### config.mk
export PLATFORM = sky130hd
export DESIGN_NAME = imem_loader
export DESIGN_NICKNAME = d
export VERILOG_FILES = /design/src/rtl/imem_loader.sv
export SDC_FILE = /design/constraint.sdc
export NUM_CORES = 1
export LEC_CHECK = 0
export ABC_CLOCK_PERIOD_IN_PS = 3200
export CAP_MARGIN = 20
export CORE_UTILIZATION = 35
export CTS_BUF_LIST = sky130_fd_sc_hd__clkbuf_16
export CTS_CLUSTER_SIZE = 16
export DETAILED_ROUTE_END_ITERATION = 10
export GPL_TIMING_DRIVEN = 0
export PLACE_DENSITY = 0.71
export SLEW_MARGIN = 10
export SYNTH_ARGS = -nofsm -noshare
export SYNTH_HDL_FRONTEND = slang
export SYNTH_SLANG_ARGS = --single-unit
### constraint.sdc
create_clock -name clk -period 3.2 [get_ports clk]
set_input_delay 0.96 -clock clk [delete_from_list [all_inputs] [get_ports clk]]
set_output_delay 0.96 -clock clk [all_outputs]
set_load 0.02 [all_outputs]
### src/rtl/imem_loader.sv
// rtl/imem_loader.sv - boot-time byte-stream loader for the instruction memory
//
// Receives bytes over a valid/ready handshake and packs them little-endian
// into 32-bit words. Each word is written to the instruction memory at byte
// addresses 0x00, 0x04, 0x08, ... . The CPU is held in reset via cpu_hold
// until a load completes successfully.
//
// Optional feature macro: IMEM_LOADER_CHECKSUM_EN
//   When defined, one trailing byte must equal the XOR of all data bytes.
//   A mismatch ends in ERROR with err = 1 and cpu_hold = 1.
//   When undefined, the last write goes straight to DONE and err is tied 0.
//
// Parameters
//   DEPTH_WORDS  maximum number of words loadable (word_count = 0 selects it)
//   ADDR_W       width of the byte address mem_addr
//
// Ports
//   clk         in   clock, rising edge
//   rst         in   asynchronous active-high reset
//   start       in   pulse; begins a load when not busy
//   word_count  in   words to load, latched on start (0 -> DEPTH_WORDS)
//   in_data     in   stream byte
//   in_valid    in   in_data valid
//   in_ready    out  loader accepts a byte this cycle
//   mem_we      out  one-cycle instruction memory write strobe
//   mem_addr    out  word-aligned byte address of the write
//   mem_wdata   out  assembled instruction word
//   busy        out  load in progress
//   done        out  last load completed successfully
//   err         out  checksum mismatch (macro only, else 0)
//   cpu_hold    out  processor reset request

module imem_loader #(
  parameter int DEPTH_WORDS = 64,
  parameter int ADDR_W      = 8
) (
  input  logic              clk,
  input  logic              rst,
  input  logic              start,
  input  logic [6:0]        word_count,
  input  logic [7:0]        in_data,
  input  logic              in_valid,
  output logic              in_ready,
  output logic              mem_we,
  output logic [ADDR_W-1:0] mem_addr,
  output logic [31:0]       mem_wdata,
  output logic              busy,
  output logic              done,
  output logic              err,
  output logic              cpu_hold
);

  localparam logic [6:0] DEPTH_CNT = 7'(DEPTH_WORDS);

  typedef enum logic [2:0] {
    IDLE,
    RECV,
    WRITE,
    CHECK,
    DONE,
    ERROR
  } state_t;

  state_t      state;
  state_t      state_nxt;

  logic [6:0]  cnt;        // words requested for this load (1..DEPTH_WORDS)
  logic [6:0]  widx;       // index of the next word to be written
  logic [1:0]  lane;       // byte lane for the next accepted byte
  logic [31:0] word;       // word under assembly
`ifdef IMEM_LOADER_CHECKSUM_EN
  logic [7:0]  csum;       // running XOR of all data bytes
`endif

  logic        hs;
  logic        idle_like;
  logic        last_word;
  logic [6:0]  cnt_sel;

  assign hs        = in_valid && in_ready;
  assign idle_like = (state == IDLE) || (state == DONE) || (state == ERROR);
  assign last_word = (widx + 7'd1) == cnt;

  // Zero selects the full depth; oversized requests are capped so the word
  // index can never wrap past the last address.
  assign cnt_sel = ((word_count == 7'd0) || (word_count > DEPTH_CNT))
                   ? DEPTH_CNT : word_count;

  // State register
  always_ff @(posedge clk or posedge rst) begin
    if (rst) begin
      state <= IDLE;
    end else begin
      state <= state_nxt;
    end
  end

  // Next-state logic
  always_comb begin
    state_nxt = state;
    case (state)
      IDLE, DONE, ERROR: begin
        if (start) begin
          state_nxt = RECV;
        end
      end
      RECV: begin
        if (hs && (lane == 2'd3)) begin
          state_nxt = WRITE;
        end
      end
      WRITE: begin
        if (last_word) begin
`ifdef IMEM_LOADER_CHECKSUM_EN
          state_nxt = CHECK;
`else
          state_nxt = DONE;
`endif
        end else begin
          state_nxt = RECV;
        end
      end
      CHECK: begin
`ifdef IMEM_LOADER_CHECKSUM_EN
        if (hs) begin
          state_nxt = (in_data == csum) ? DONE : ERROR;
        end
`else
        state_nxt = IDLE;
`endif
      end
      default: begin
        state_nxt = IDLE;
      end
    endcase
  end

  // Datapath: count latch, word index, byte lane, word assembly, checksum
  always_ff @(posedge clk or posedge rst) begin
    if (rst) begin
      cnt  <= 7'd0;
      widx <= 7'd0;
      lane <= 2'd0;
      word <= 32'd0;
`ifdef IMEM_LOADER_CHECKSUM_EN
      csum <= 8'd0;
`endif
    end else begin
      if (idle_like && start) begin
        cnt  <= cnt_sel;
        widx <= 7'd0;
        lane <= 2'd0;
        word <= 32'd0;
`ifdef IMEM_LOADER_CHECKSUM_EN
        csum <= 8'd0;
`endif
      end else if ((state == RECV) && hs) begin
        // Lane wraps 3 -> 0 on the fourth byte, ready for the next word.
        word[{lane, 3'b000} +: 8] <= in_data;
        lane                      <= lane + 2'd1;
`ifdef IMEM_LOADER_CHECKSUM_EN
        csum                      <= csum ^ in_data;
`endif
      end else if (state == WRITE) begin
        widx <= widx + 7'd1;
      end
    end
  end

  // Outputs are decoded from registered state only, so in_ready never
  // depends combinationally on in_valid.
  always_comb begin
    in_ready  = 1'b0;
    mem_we    = 1'b0;
    mem_addr  = '0;
    mem_wdata = 32'd0;
    busy      = 1'b0;
    done      = 1'b0;
    err       = 1'b0;
    cpu_hold  = 1'b1;
    case (state)
      RECV: begin
        in_ready = 1'b1;
        busy     = 1'b1;
      end
      WRITE: begin
        mem_we    = 1'b1;
        mem_addr  = ADDR_W'({widx, 2'b00});
        mem_wdata = word;
        busy      = 1'b1;
      end
      CHECK: begin
`ifdef IMEM_LOADER_CHECKSUM_EN
        in_ready = 1'b1;
        busy     = 1'b1;
`endif
      end
      DONE: begin
        done     = 1'b1;
        cpu_hold = 1'b0;
      end
      ERROR: begin
`ifdef IMEM_LOADER_CHECKSUM_EN
        err = 1'b1;
`endif
      end
      default: begin
      end
    endcase
  end

endmodule
==> flow_metrics.py <==
metrics = {
    "worst_setup_path": {
        "r2r_setup_slack_ps": 1170,
        "cp_cell_sequence": "or3b_1 -> buf_6 -> buf_6 -> nor2_1 -> clkdlybuf4s50_1",
        "cp_max_fo": 10,
        "cp_slowest_cell": "clkdlybuf4s50_1",
        "worstPathArrival_ps": 2130,
        "start_kind": "register",
        "reg2regPathDepth": 5,
        "cp-end-kind": "primary output",
        "r2r_start": "lane[0]",
        "max_stage_delay_ps": 610,
        "cp_data_required_time_ps": 2240,
        "r2r_end": "word[31]",
        "crit_type": "reg -> out",
        "cp_common_cell": "buf_6",
    },
    "clock_network": {
        "cts_resized": 35,
        "cts_tree": "built",
        "htree_levels": 2,
        "cts_root_buf": "clkbuf_16",
        "clk_path_buf_depth": 2,
        "ctsHoldBuffers": 0,
        "insertion_delay_ps": 290,
        "post_cts_buffers": 0,
        "cts_buffers": 5,
        "clk_pin_slew_ps": 70,
        "numClockSinks": 51,
    },
    "synth": {
        "syn-cell-area_sq_um": 2730,
        "ys_warn_count": 0,
        "synth_top_area_share_pct": 46.8,
        "synthDistinctLibCells": 47,
        "synth_area_per_cell_sq_um": 9.92,
        "synthArstFlopShare_pct": 100,
        "synth_flop_cell": "dfrtp_1",
        "synth_enable_flop_cells": 0,
        "netlist_instances": 275,
        "ys_top_cells_by_count": "dfrtp_1 (51), and2_1 (34), nand2_1 (29), a22o_1 (19), nor2_1 (18)",
        "yosysTopAreaCell": "dfrtp_1",
        "ys_seq_elements": 51,
        "yosysSeqAreaShare_pct": 46.8,
        "synth_area_leaders": "dfrtp_1 (47%), and2_1 (7.8%), a22o_1 (6.1%)",
        "synth_most_common_cell": "dfrtp_1",
    },
    "global_route": {
        "grt_max_degree": 40,
        "grt_overflow": 0,
        "grt_use_total_pct": 16.4,
        "antenna_found_initial": 0,
        "grt_pass1_wl_mm": 10.7,
        "grt_pass1_vias": 2167,
    },
    "drt": {
        "route.detailed.drc": 0,
        "vias": 2254,
        "drt_iter0_drc": 71,
        "wl_per_cell_microns": 14.5,
        "firstDrtPassIters": 4,
        "viasPerCell": 5.05,
        "ant_nets": 0,
        "routed_wl_mm": 6.45,
    },
    "floorplanning": {
        "start_util_pct": 36.8,
        "io_pins": 65,
        "fp-row-count": 31,
        "coreArea_sq_um": 7410,
        "die_x_microns": 90.3,
        "die-area_sq_um": 8150,
        "fp.dieH_microns": 90.3,
    },
    "worst_hold_path": {
        "min_from": "word[13]",
        "hold-path-endpoint": "word[13]",
        "min_path_type": "reg -> reg",
        "hold_depth": 1,
    },
    "final_layout": {
        "fill_cells": 718,
        "final_nets": 371,
        "fin_util_pct": 48.7,
        "num_antenna_cells": 0,
        "drive_gt1_share_pct": 10.4,
        "fin_cells": 446,
        "multi_input_area_sq_um": 1300,
        "postLayoutCellArea_sq_um": 3610,
        "syn2layout_area_growth_pct": 32.2,
        "final-seq-area_sq_um": 1280,
    },
    "placed_design": {
        "dp.cells": 438,
        "port-buffer-count": 61,
        "placed_area_sq_um": 3490,
        "place.gp.congestion": 0.805,
        "dp_hpwl_mm": 4.84,
    },
    "timing": {
        "post-route-period-util_pct": 96.6,
        "slew_headroom_pct": 65.8,
        "setup_tns_ps": 0,
        "rsz0062_at_grt": "false",
        "slew_violations": 0,
        "setup_viol": 0,
        "timing.fmax_mhz": 324,
        "finClkSkew_ps": 9.35,
        "final.min_clock_period_ps": 3090,
        "hold_violations": 0,
        "max_slew.worst_pin.slew_ps": 509,
        "fin_hold_ws_ps": 490,
    },
    "run_status": {
        "status": "finished, final reports clean",
    },
    "power": {
        "leakagePower_nw": 1.82,
        "irDropWorstVdd_mv": 0.328,
        "power_density_nw_per_um2": 617,
    },
    "job": {
        "maxCapViolCount": 0,
    },
}
## worst max-delay path, delay by kind of cell (launching register included)
kind | cells | cell delay, ps
buffers and inverters | 3 | 900
DFF | 1 | 440
and+or+nand+nor | 2 | 500
## worst max-delay path by stage
stage                     startpoint       endpoint  slack [ps]
after floorplan             state[0]    mem_addr[2]         800
after global routing        state[0]  mem_wdata[15]           4
final                       state[2]   mem_wdata[9]         110
after detailed placement    state[2]   mem_wdata[4]          80
after global placement           rst        word[5]           9
after CTS                   state[2]         mem_we           2
## report_power, final
part | internal (W) | switching [W] | total [W]
Combinational | 0.000327 | 0.000405 | 0.000732
Clock | 0.000297 | 0.000246 | 0.000543
Sequential | 0.000822 | 0.000128 | 0.000949
Total | 0.00145 | 0.000779 | 0.00222
## per-stage QoR
stage	worst slack, ps	power [W]
after floorplan	798	0.00148
after global placement	8.60	0.00166
after detailed placement	82.5	0.00169
after CTS	1.92	0.00224
after global routing	4.04	0.00237
final	109	0.00222
## sequential cells by signal, indices dropped and copies added, names as in the netlist
| signal | count |
|---|---|
| word | 32 |
| widx | 7 |
| cnt | 7 |
| lane | 2 |
| state | 3 |
## routing by layer
metal / track usage, % / vias up / routed length (microns)
li1: - / 1088 / -
met1: 22.3 / 1107 / 3060
met2: 26.7 / 53 / 3070
met3: 3.11 / 6 / 239
met4: 4.70 / 0 / 77
met5: 0 / - / 0
## final cells by class
class | instances | area share (%)
buffer | 17 | 3.23
multi-input combinational | 198 | 36.1
sequential | 51 | 35.4
clock buffer | 5 | 3.47
clock inverter | 3 | 0.728
inverter | 11 | 1.14
timing repair buffer | 62 | 16.5
tap | 99 | 3.43
## logic make-up (layout without fill, tap and decap cells)
logic type	after synthesis	in the layout	share of synthesized area (%)
and+or+nand+nor	118	118	23.6
buffers and inverters	28	98	5.73
xor gates and xnor gates	12	12	3.85
AOI/OAI and AO/OA	54	54	15.3
muxes	5	5	1.83
adders and majority gates	6	6	2.75
other	1	3	0.137
DFF	51	51	46.8
## cells in the final DEF, fill, tap and decap left out, drive strengths merged, types with 7 or more instances in the layout
cell type | Yosys | layout
a22o | 19 | 19
and2 | 34 | 34
dlygate4sd2 | 0 | 31
xnor2 | 8 | 8
a21oi | 9 | 9
dfrtp | 51 | 51
nand2 | 29 | 29
clkbuf | 2 | 7
clkdlybuf4s50 | 0 | 26
buf | 15 | 16
nor2 | 19 | 19
inv | 11 | 13
o21ai | 9 | 9
(Power assumes the default switching activity.)
==> RTL edit (same settings) <==
Re-encode `state_t` (6 states) as one-hot, 6 bits wide.
--- a/src/rtl/imem_loader.sv
+++ b/src/rtl/imem_loader.sv
@@ -54,9 +54,9 @@
 
-  typedef enum logic [2:0] {
-    IDLE,
-    RECV,
-    WRITE,
-    CHECK,
-    DONE,
-    ERROR
+  typedef enum logic [5:0] {
+    IDLE  = 6'b000001,
+    RECV  = 6'b000010,
+    WRITE = 6'b000100,
+    CHECK = 6'b001000,
+    DONE  = 6'b010000,
+    ERROR = 6'b100000
   } state_t;
Formal check against the unedited RTL: same outputs for any inputs over 10 cycles, from zero or initial values and one cycle with rst high; not proved beyond that.
==> RTL edit against the unedited design <==
Power shrank 17%. Wire length shrank 1.7%. Fmax grew 0.51%. Worst setup slack gained 0.016 ns. First-iteration DRC count grew 59%. Sequential cell count grew 1. Critical path depth grew 1. Sequential power shrank 13%. Design area grew 1.1%. Synthesized area shrank 0.78%. Largest cell class unchanged. Largest power group unchanged. Highest routed layer unchanged.
==> RTL edit: results (changes against the unedited design) <==
[yosys]
yosys-top-cells-area = dfrtp_1, and2_1, a22o_1, nand2_1, a32o_1
synth_commonest_cells = dfrtp_1, and2_1, nand2_1, a22o_1, a21oi_1
ys_types = 35  ; -26%
synth_fa_ha_area_frac = 0.0277  ; +0.000216
synth_compound_area_frac = 0.150  ; -0.00296
synth_mux_area_frac = 0  ; -0.0183

[place]
place_congestion = 0.799  ; -0.83%
dp_hpwl_mm = 4.69  ; -3.0%
dpl_cell_area_mm2 = 0.00347  ; -0.61%

[min_path]
min_to = word[15]$_DFFE_PP0P_
min_from = word[15]$_DFFE_PP0P_

[pwr]
irDropWorstVdd_v = 0.000295  ; -9.9%
p_leak_nw = 1.81  ; -0.39%

[global_route]
grt_usage = 0.165  ; +0.00133
grt_pass1_wl_mm = 10.7  ; -0.58%
use_met3 = 0.0321  ; +0.00100
use_met1 = 0.228  ; +0.00566
grt_pass1_vias = 2125  ; -1.9%

[cells_and_area]
finalNetCount = 367  ; -1.1%
fillCellCount = 682  ; -5.0%
final_cell_count_no_fill = 442  ; -0.90%
top_regs = word: 32 flops, cnt: 7 flops, widx: 7 flops
drive_above_1_share = 0.0991  ; -0.00462

[cts]
clock-sinks = 52  ; +2.0%

[drt]
drt_iter0_drc = 113  ; +59%
met3_length_um = 190  ; -21%
met1Wirelength_mm = 3.00  ; -1.9%

[outcome]
outcome = complete, no violations

[sta]
fin_skew_ns = 0.00800  ; -0.00135 ns

[setup_path]
r2r-end = word[25]$_DFFE_PP0P_
r2r_slack_ns = 0.94  ; -0.23 ns

==> RTL edit: cell types whose count changed after synthesis, moves of 5 or more <==
cell	delta
a21oi_1	+9
a32o_1	+5
mux2i_1	-5
and2_1	+8
nor2_1	-10
o21ai_0	+5
nand3_1	+8
==> RTL edit: how the worst max path moves through the flow <==
stage / slack (ns) / cells after the start / startpoint / end
6_report: 0.12 / 6 / state[1]$_DFFE_PP0P_ / mem_we
5_1_grt: -0.001 / 6 / state[1]$_DFFE_PP0P_ / mem_wdata[19]
4_1_cts: 0.0002 / 6 / state[1]$_DFFE_PP0P_ / mem_wdata[17]
3_5_place_dp: -0.23 / 7 / state[1]$_DFFE_PP0P_ / mem_wdata[23]
3_3_place_gp: -0.23 / 7 / state[1]$_DFFE_PP0P_ / mem_wdata[23]
2_1_floorplan: 0.69 / 6 / state[0]$_DFFE_PP1P_ / mem_addr[2]
==> RTL edit: timing repair <==
item                                    4_1_cts  5_1_grt
gates resized for setup                      13       12
endpoints found under the setup margin       40       28
cloned                                        0        0
hold endpoints to repair                      0        0
setup buffers                                 1        0
==> RTL edit: layout make-up <==
class / count / area (um2) / area share
multi-input cells: 200 / 1310 / 0.359
flip-flops and latches: 52 / 1300 / 0.357
repair buffers: 63 / 647 / 0.177
clock buffers: 5 / 125 / 0.0343
well taps: 99 / 124 / 0.0340
plain buffers: 13 / 88.8 / 0.0243
clock inverters: 3 / 26.3 / 0.00720
inverters: 7 / 26.3 / 0.00720
==> RTL edit: power by group through the flow <==
stage	registers (mW)	clock network, mW	logic (mW)
final	0.821	0.544	0.479
after detailed placement	0.834	0	0.485
after CTS	0.821	0.553	0.487
after floorplan	0.815	0	0.356
after global placement	0.830	0	0.470
after global routing	0.835	0.582	0.543
